[config.mk]
export PLATFORM = sky130hd
export DESIGN_NAME = sdram_read_port
export DESIGN_NICKNAME = d
export VERILOG_FILES = /design/src/rtl/sdram_pkg.sv /design/src/rtl/sync_fifo.sv /design/src/rtl/sdram_read_port.sv
export SDC_FILE = /design/constraint.sdc
export NUM_CORES = 1
export LEC_CHECK = 0
export CAP_MARGIN = 5
export CORE_MARGIN = 2
export CORE_UTILIZATION = 29
export DETAILED_ROUTE_END_ITERATION = 12
export GPL_ROUTABILITY_DRIVEN = 0
export PLACE_DENSITY = 0.56
export SYNTH_ARGS = -nofsm -noshare
export SYNTH_HDL_FRONTEND = slang
export SYNTH_HIERARCHICAL = 1
export SYNTH_SLANG_ARGS = --single-unit
[constraint.sdc]
create_clock -name clk -period 5.5 [get_ports clk]
set_clock_uncertainty 0.15 [all_clocks]
set_input_delay 0.55 -clock clk [delete_from_list [all_inputs] [get_ports clk]]
set_output_delay 0.55 -clock clk [all_outputs]
set_load 0.1 [all_outputs]
[src/rtl/sdram_pkg.sv]
// Shared definitions for the SDRAM arbiter clients: bus widths and the
// region type that selects which client owns a returned word.
package sdram_pkg;
    localparam int ADDR_W   = 24;
    localparam int DATA_W   = 16;
    localparam int REGION_W = 4;
    localparam int WORD_W   = ADDR_W - REGION_W;

    typedef logic [REGION_W-1:0] region_t;

    function automatic region_t region_of(input logic [ADDR_W-1:0] a);
        return a[ADDR_W-1 -: REGION_W];
    endfunction
endpackage

[src/rtl/sync_fifo.sv]
// Single-clock FIFO with a combinational head. Push while full is honoured
// only when a pop happens in the same cycle.
module sync_fifo #(
    parameter int WIDTH = 20,
    parameter int DEPTH = 4
) (
    input  logic                       clk,
    input  logic                       reset,
    input  logic                       push,
    input  logic                       pop,
    input  logic [WIDTH-1:0]           din,
    output logic [WIDTH-1:0]           head,
    output logic                       full,
    output logic                       empty,
    output logic [$clog2(DEPTH+1)-1:0] count
);
    localparam int PTR_W = $clog2(DEPTH);
    localparam int CNT_W = $clog2(DEPTH+1);

    logic [WIDTH-1:0] mem_q [DEPTH];
    logic [WIDTH-1:0] mem_d [DEPTH];
    logic [PTR_W-1:0] wr_ptr_q, wr_ptr_d;
    logic [PTR_W-1:0] rd_ptr_q, rd_ptr_d;
    logic [CNT_W-1:0] count_q, count_d;
    logic             do_push;
    logic             do_pop;

    // Next-state for storage, pointers and occupancy
    always_comb begin
        do_pop   = pop && (count_q != CNT_W'(0));
        do_push  = push && ((count_q != CNT_W'(DEPTH)) || do_pop);
        mem_d    = mem_q;
        wr_ptr_d = wr_ptr_q;
        rd_ptr_d = rd_ptr_q;
        if (do_push) begin
            mem_d[wr_ptr_q] = din;
            wr_ptr_d        = wr_ptr_q + PTR_W'(1);
        end else begin
            wr_ptr_d = wr_ptr_q;
        end
        if (do_pop) begin
            rd_ptr_d = rd_ptr_q + PTR_W'(1);
        end else begin
            rd_ptr_d = rd_ptr_q;
        end
        case ({do_push, do_pop})
            2'b10:   count_d = count_q + CNT_W'(1);
            2'b01:   count_d = count_q - CNT_W'(1);
            default: count_d = count_q;
        endcase
    end

    // State registers with synchronous reset
    always_ff @(posedge clk) begin
        if (reset) begin
            for (int i = 0; i < DEPTH; i++) begin
                mem_q[i] <= '0;
            end
            wr_ptr_q <= PTR_W'(0);
            rd_ptr_q <= PTR_W'(0);
            count_q  <= CNT_W'(0);
        end else begin
            mem_q    <= mem_d;
            wr_ptr_q <= wr_ptr_d;
            rd_ptr_q <= rd_ptr_d;
            count_q  <= count_d;
        end
    end

    assign head  = mem_q[rd_ptr_q];
    assign full  = (count_q == CNT_W'(DEPTH));
    assign empty = (count_q == CNT_W'(0));
    assign count = count_q;
endmodule

[src/rtl/sdram_read_port.sv]
// Read client for the SDRAM arbiter: one command slot, an in-order pending
// address FIFO, address-matched response claiming and a head-age timeout.
module sdram_read_port
    import sdram_pkg::*;
#(
    parameter int      DEPTH   = 4,
    parameter region_t REGION  = 4'h0,
    parameter int      TIMEOUT = 1023
) (
    input  logic              clk,
    input  logic              reset,
    input  logic              rd_req,
    input  logic [WORD_W-1:0] rd_addr,
    output logic              rd_ack,
    output logic              rd_valid,
    output logic [DATA_W-1:0] rd_data,
    output logic [WORD_W-1:0] rd_addr_out,
    output logic              req,
    input  logic              rdy,
    output logic [ADDR_W-1:0] addr,
    output logic              we,
    input  logic              if_rdy,
    input  logic [ADDR_W-1:0] if_addr,
    input  logic [DATA_W-1:0] if_data,
    output logic              timeout,
    output logic              stray
);
    localparam int CNT_W = $clog2(DEPTH+1);
    localparam int AGE_W = $clog2(TIMEOUT+1);

    logic              cmd_v_q, cmd_v_d;
    logic [WORD_W-1:0] cmd_addr_q, cmd_addr_d;
    logic [AGE_W-1:0]  age_q, age_d;
    logic              rd_valid_q, rd_valid_d;
    logic [DATA_W-1:0] rd_data_q, rd_data_d;
    logic [WORD_W-1:0] rd_addr_out_q, rd_addr_out_d;
    logic              timeout_q, timeout_d;
    logic              stray_q, stray_d;

    logic [WORD_W-1:0] fifo_head;
    logic              fifo_full;
    logic              fifo_empty;
    logic [CNT_W-1:0]  fifo_count;
    logic              fifo_pop;
    logic              issue;
    logic              accept;
    logic              region_hit;
    logic              head_hit;
    logic              claim;
    logic              expire;
    logic [CNT_W-1:0]  outstanding;

    sync_fifo #(
        .WIDTH (WORD_W),
        .DEPTH (DEPTH)
    ) u_pending (
        .clk   (clk),
        .reset (reset),
        .push  (issue),
        .pop   (fifo_pop),
        .din   (cmd_addr_q),
        .head  (fifo_head),
        .full  (fifo_full),
        .empty (fifo_empty),
        .count (fifo_count)
    );

    // Claim/timeout decode and handshake; issuing keeps outstanding
    // unchanged, so a new request needs a free slot beyond the current ones.
    always_comb begin
        region_hit  = if_rdy && (region_of(if_addr) == REGION);
        head_hit    = !fifo_empty && (if_addr[WORD_W-1:0] == fifo_head);
        claim       = region_hit && head_hit;
        expire      = !fifo_empty && !claim && (age_q == AGE_W'(TIMEOUT - 1));
        fifo_pop    = claim || expire;
        issue       = cmd_v_q && rdy && (!fifo_full || fifo_pop);
        outstanding = fifo_count + CNT_W'(cmd_v_q);
        rd_ack      = (!cmd_v_q || issue) && (outstanding < CNT_W'(DEPTH));
        accept      = rd_req && rd_ack;
        req         = cmd_v_q && !fifo_full;
    end

    // Next-state for command slot, head age and registered response outputs
    always_comb begin
        cmd_v_d    = cmd_v_q;
        cmd_addr_d = cmd_addr_q;
        if (accept) begin
            cmd_v_d    = 1'b1;
            cmd_addr_d = rd_addr;
        end else if (issue) begin
            cmd_v_d = 1'b0;
        end else begin
            cmd_v_d = cmd_v_q;
        end

        // The head is dropped on the edge where its age would reach TIMEOUT
        if (fifo_pop || (issue && fifo_empty)) begin
            age_d = AGE_W'(0);
        end else if (!fifo_empty) begin
            age_d = age_q + AGE_W'(1);
        end else begin
            age_d = AGE_W'(0);
        end

        rd_valid_d = claim;
        timeout_d  = expire;
        stray_d    = region_hit && !head_hit;
        if (claim) begin
            rd_data_d     = if_data;
            rd_addr_out_d = fifo_head;
        end else begin
            rd_data_d     = rd_data_q;
            rd_addr_out_d = rd_addr_out_q;
        end
    end

    // State registers with synchronous reset
    always_ff @(posedge clk) begin
        if (reset) begin
            cmd_v_q       <= 1'b0;
            cmd_addr_q    <= WORD_W'(0);
            age_q         <= AGE_W'(0);
            rd_valid_q    <= 1'b0;
            rd_data_q     <= DATA_W'(0);
            rd_addr_out_q <= WORD_W'(0);
            timeout_q     <= 1'b0;
            stray_q       <= 1'b0;
        end else begin
            cmd_v_q       <= cmd_v_d;
            cmd_addr_q    <= cmd_addr_d;
            age_q         <= age_d;
            rd_valid_q    <= rd_valid_d;
            rd_data_q     <= rd_data_d;
            rd_addr_out_q <= rd_addr_out_d;
            timeout_q     <= timeout_d;
            stray_q       <= stray_d;
        end
    end

    assign addr        = {REGION, cmd_addr_q};
    assign we          = 1'b0;
    assign rd_valid    = rd_valid_q;
    assign rd_data     = rd_data_q;
    assign rd_addr_out = rd_addr_out_q;
    assign timeout     = timeout_q;
    assign stray       = stray_q;
endmodule

## After elaboration in Yosys (flattened, before gate mapping)

Cells that the tools add are included.

- Eq/ne operators: 6
- Reductions and logical operators: 31
- $add $sub $neg: 6
- Mux-type cells: 9
- Bitwise operators: 2
- $lt $le $gt $ge: 4

Operators with widths:

| kind | number |
|---|---|
| bitwise mux 80 bit | 1 |
| 2-to-1 mux 20 bit | 3 |
| binary-select mux 20 bit (select 2 bit) | 1 |
| demux 20 bit (select 2 bit) | 1 |
| == test 20 bit | 1 |
| logical AND 1 bit | 15 |
| adder 10 x 1 -> 10 bit, second input constant | 1 |
| == test 10 bit, second input constant | 1 |
| greater-or-equal comparator 3 bit, second input constant | 2 |
| inverter 2 -> 3 bit | 2 |
| case mux 3 bit (2 select lines) | 1 |
| zero test 1 bit | 5 |
| logical OR 1 bit | 5 |
| adder 2 x 1 -> 2 bit, second input constant | 2 |
| zero test 4 bit | 1 |
| nonzero test 2 bit | 2 |
| adder 3 x 1 -> 3 bit | 1 |
| adder 3 x 1 -> 3 bit, second input constant | 1 |
| == test 3 bit, second input constant | 1 |
| zero test 3 bit | 1 |
| < comparator 3 x 1 -> 1 bit, second input constant | 1 |
| < comparator 3 bit, second input constant | 1 |
| inequality test 3 bit, second input constant | 1 |
| nonzero test 3 bit | 1 |
| 5 further kinds | 6 |

- Bits in registers: 157
- Word-level logic and storage cells: 73
- Output and inout bits: 66

## Longest topological paths before layout

- Depth in word-level cells: 17
- Depth in mapped cells: 18

## Cells and area by module

The synthesis kept the hierarchy.

By module, submodules not included:

| module | area each (µm²) | cells an instance | instances |
|---|---|---|---|
| sync_fifo | 4032.6 | 356 | 1 |
| sdram_read_port | 3009.1 | 356 | 1 |

## Worst setup path before layout

OpenSTA, ideal clock, no wires.

- Kind: register to output
- From: register u_pending.rd_ptr_q[1]
- To: output rd_ack
- Cell stages (with the launch flop): 10
- Path buffers: 3
- Arrival time: 3.827 ns
- Required time: 4.800 ns
- Slack: 0.973 ns
- Path through: dfxtp_1 -> buf_1 -> mux4_2 -> xnor2_1 -> nand4_1 -> or3_4 -> or4_4 -> buf_6 -> buf_2 -> a21boi_2

- Longest elaborated chain between the ends: 15

RTL lines:

| element | RTL line | RTL |
|---|---|---|
| start, declared | sync_fifo.sv:23 | `logic [PTR_W-1:0] rd_ptr_q, rd_ptr_d;` |
| start signal, assigned | sync_fifo.sv:65 | `rd_ptr_q <= rd_ptr_d;` |
| inverter 2 -> 3 bit (not written as such) * | sync_fifo.sv:70 | `assign head = mem_q[rd_ptr_q];` |
| binary-select mux 20 bit (select 2 bit) * | sync_fifo.sv:70 |  |
| 2-to-1 mux 20 bit (not written as such) * (2 in series) | sync_fifo.sv:70 |  |
| via fifo_head[0] | sdram_read_port.sv:40 | `logic [WORD_W-1:0] fifo_head;` |
| == test 20 bit * | sdram_read_port.sv:72 | `head_hit = !fifo_empty && (if_addr[WORD_W-1:0] == fifo_head);` |
| logical AND 1 bit * | sdram_read_port.sv:72 |  |
| logical AND 1 bit * | sdram_read_port.sv:73 | `claim = region_hit && head_hit;` |
| zero test 1 bit | sdram_read_port.sv:74 | `expire = !fifo_empty && !claim && (age_q == AGE_W'(TIMEOUT - 1));` |
| logical AND 1 bit (2 in series) | sdram_read_port.sv:74 |  |
| logical OR 1 bit * | sdram_read_port.sv:75 | `fifo_pop = claim \|\| expire;` |
| logical OR 1 bit * | sdram_read_port.sv:76 | `issue = cmd_v_q && rdy && (!fifo_full \|\| fifo_pop);` |
| logical AND 1 bit * | sdram_read_port.sv:76 |  |
| logical OR 1 bit * | sdram_read_port.sv:78 | `rd_ack = (!cmd_v_q \|\| issue) && (outstanding < CNT_W'(DEPTH));` |
| logical AND 1 bit * | sdram_read_port.sv:78 |  |
| end, declared | sdram_read_port.sv:14 | `output logic rd_ack,` |

Mark *: on every way through the listed nets, which the timed path passes. The rest lies on a longest branch. The select of a mux whose other input is x is not followed.

## Worst setup path after layout

- From: register u_pending.rd_ptr_q[0]
- To: register u_pending.count_q[2], in the netlist u_pending/count[2]

- Longest elaborated chain between the ends: 16
- Elaborated cells on any way between the ends: 20

RTL lines:

| element | RTL line | RTL |
|---|---|---|
| inverter 2 -> 3 bit (not written as such) * | sync_fifo.sv:70 |  |
| binary-select mux 20 bit (select 2 bit) * | sync_fifo.sv:70 |  |
| 2-to-1 mux 20 bit (not written as such) * (2 in series) | sync_fifo.sv:70 |  |
| via fifo_head[19] | sdram_read_port.sv:40 |  |
| == test 20 bit * | sdram_read_port.sv:72 |  |
| logical AND 1 bit * | sdram_read_port.sv:72 |  |
| logical AND 1 bit * | sdram_read_port.sv:73 |  |
| zero test 1 bit | sdram_read_port.sv:74 |  |
| logical AND 1 bit (2 in series) | sdram_read_port.sv:74 |  |
| logical OR 1 bit * | sdram_read_port.sv:75 |  |
| logical OR 1 bit * | sdram_read_port.sv:76 |  |
| logical AND 1 bit * | sdram_read_port.sv:76 |  |
| via issue | sdram_read_port.sv:45 | `logic issue;` |
| logical AND 1 bit * | sync_fifo.sv:31 | `do_push = push && ((count_q != CNT_W'(DEPTH)) \|\| do_pop);` |
| == test 2 x 1 -> 1 bit / == test 2 bit (equally long branches) | sync_fifo.sv:46 | `case ({do_push, do_pop})` |
| case mux 3 bit (2 select lines) / nonzero test 2 bit (equally long branches) | -- |  |
| end signal, assigned | sync_fifo.sv:66 | `count_q <= count_d;` |
| end, declared | sync_fifo.sv:24 | `logic [CNT_W-1:0] count_q, count_d;` |

Marked as above.
A chain may end at the register's enable or synchronous reset.

==> out/qor.csv <==
metric;value;unit
period_needed;4.925;ns
hpwl;12370;um
clock-root-buffer;clkbuf_16;
synth-edff-count;0;
leakage;3.537;nW
p_sw_share;25.46;%
clk_pin_slew;0.07;ns
io_buffers;125;
rsz0062_at_grt;no;
start_util;29.21;%
grt_overflow;0;
yosysUniqueCellTypes;45;
drtIter0Drc;336;
final_cell_mix;157 x dfxtp_1, 123 x nand2_1, 123 x clkdlybuf4s50_1;
cts_resized;0;
avgSynthCellArea;9.890;um^2
pin_count;131;
cp-start-kind;flip-flop;
hp-class;reg2reg;
clock-sinks;157;
clkLatencyLatePin;0.42;ns
ant_nets;0;
criticalPathCategory;reg2reg;
p_switching;0.6783;mW
max_freq;203.0;MHz
yosysSeqAreaShare;44.63;%
combPwrFrac;10.4;%
ys_warn_count;6;
cts_tree;done;
status;finished, final reports clean;
rows;57;
cts_hold_buf;0;
fin_tns_setup;0;ns
vias;5169;
muxShareOfSynthArea;20.61;%
grt_first_pass_wirelength;28900;um
finalNetCount;895;
dr.pass1.iters;4;
design_area;9148;um^2
die_area;25540;um^2
clk_path_buf_depth;2;
setup_violations;0;
cap_violations;0;
maxSlewViolCount;0;
syn_inst;712;
final_common_cell;dfxtp_1;
worst-path-max-fanout;39;
synth_area_leader_cell;dfxtp_1;
place_area;8539;um^2
seqPwrFrac;43.8;%
numCtsBuffers;17;
synth_top_area_share;44.63;%
grt_pass1_vias;5068;
clkPwrFrac;45.8;%
setup_slack;0.5746;ns
multiInputGateArea;3623;um^2
synth-xor-area-share;3.856;%
hold_viol_final;0;
cts_setup_buffers;0;
grt_start_max_net_pins;63;
seq_area;3143;um^2
synth-seq-cells;157;
synth.area.top_cells;dfxtp_1 45%, mux2i_1 14%, nand2b_1 9.0%;
synthAdderAreaFrac;1.528;%
synth_flop_cell;dfxtp_1;
place_ws;0.5881;ns
yosys.area_share.simple;20.82;%
wl;18120;um
drive_gt1_share;8.623;%
required;5.70;ns
die_x;159.8;um
powerDensity;291.2;nW/um^2
syn-cell-area;7042;um^2
wl_per_cell;15.63;um
die_h;159.8;um
finalCritPeriodShare;89.55;%
area_growth;29.90;%
worstPathArrival;5.12;ns
synth-compound-area-share;4.371;%
internal_power;1.986;mW
h-tree-depth;4;
grtUsageTotal;14.33;%
fill_cells;2431;
routed_via_density;4.460;
synth_top_family_by_area;simple AND/OR/NAND/NOR gates;
diodes;0;
async_flop_share;0;%
irDropWorstVdd;0.1805;mV
coreArea;24110;um^2
worst_pin_slew;1.074;ns
antenna_found_initial;0;
relSlewSlack;28.25;%
drc;0;
endpoint_kind;flip-flop;
[power by group through the flow]
stage | registers [mW] | clock network, mW | logic, mW
final | 1.17 | 1.22 | 0.277
after global routing | 1.17 | 1.31 | 0.291
after CTS | 1.17 | 1.26 | 0.280
after detailed placement | 1.19 | 0 | 0.279
after global placement | 1.19 | 0 | 0.278
after floorplan | 1.26 | 0 | 0.115
[cell type report]
| type | count | share of cell area (%) |
|---|---|---|
| flip-flops and latches | 157 | 34.36 |
| clock buffers | 20 | 4.883 |
| well taps | 324 | 4.432 |
| clock inverters | 12 | 1.764 |
| inverters | 11 | 0.4514 |
| repair buffers | 134 | 14.50 |
| multi-input cells | 501 | 39.61 |
[critical path, cell delays in order (launching register included)]
cell and delay [ns]:
dfxtp_1 0.71, mux4_2 0.63, xnor2_1 0.17, nand4_1 0.15, or3_4 0.43, or4_4 0.79, a31oi_4 0.27, and2_1 0.28
and2_1 0.21, inv_1 0.06, ha_1 0.21, inv_1 0.08, fa_1 0.18, xor2_1 0.07, or3_1 0.31, a21oi_1 0.14
[metal layers]
layer / vias to the layer above / track usage, % / share of wire (%)
li1: 2612 / - / -
met1: 2399 / 20.98 / 52
met2: 147 / 21.31 / 42
met3: 11 / 3.169 / 4.5
met4: 0 / 3.686 / 0.96
met5: - / 0 / 0
[per-stage QoR]
stage               std cells  hold slack, ns  util [%]  total power [mW]
floorplan                 716          0.2797         -             1.376
global placement         1127          0.2884     35.43             1.472
detailed placement       1127          0.2920     35.43             1.472
CTS                      1159          0.3016     37.95             2.703
global route             1159          0.3151     37.95             2.776
finish                   1159          0.2989     37.95             2.664
[state kept, by name (all words and copies together), names as in the netlist]
name                flops
u_pending/mem_q        80
cmd_addr_q             20
rd_addr_out            20
rd_data                16
age_q                  10
u_pending/count         3
u_pending/rd_ptr_q      2
u_pending/wr_ptr_q      2
cmd_v_q                 1
rd_valid                1
stray                   1
timeout                 1
[worst paths after layout]
check | startpoint | cells after the start | slack [ns] | to
worst max-delay path | u_pending/rd_ptr_q[0] | 15 | 0.57 | u_pending/count[2]
worst min-delay path | rd_data[2] | 2 | 0.30 | rd_data[2]
worst max register to register | u_pending/rd_ptr_q[0] | 15 | 0.57 | u_pending/count[2]
worst min register to register | rd_data[2] | 2 | 0.30 | rd_data[2]
[synth_stat cells, types with 6 or more instances]
master and instances:
xnor2_1 11, nand2_1 123, nor4_1 6, clkbuf_1 23, dfxtp_1 157, inv_1 10, nor2_1 20, a21oi_1 40
nand2b_1 101, nand3_1 10, buf_2 13, mux2i_1 100, xor2_1 20, ha_1 7, mux4_2 20
[kinds of logic after synthesis]
family	Yosys count
multiplexers	120
AO/OA/AOI/OAI	52
buffers and inverters	58
adder cells (fa/ha/maj)	8
other	1
AND/OR/NAND/NOR	285
flip-flops	157
XOR/XNOR	31
No activity file was read; power rests on OpenSTA's default activity.
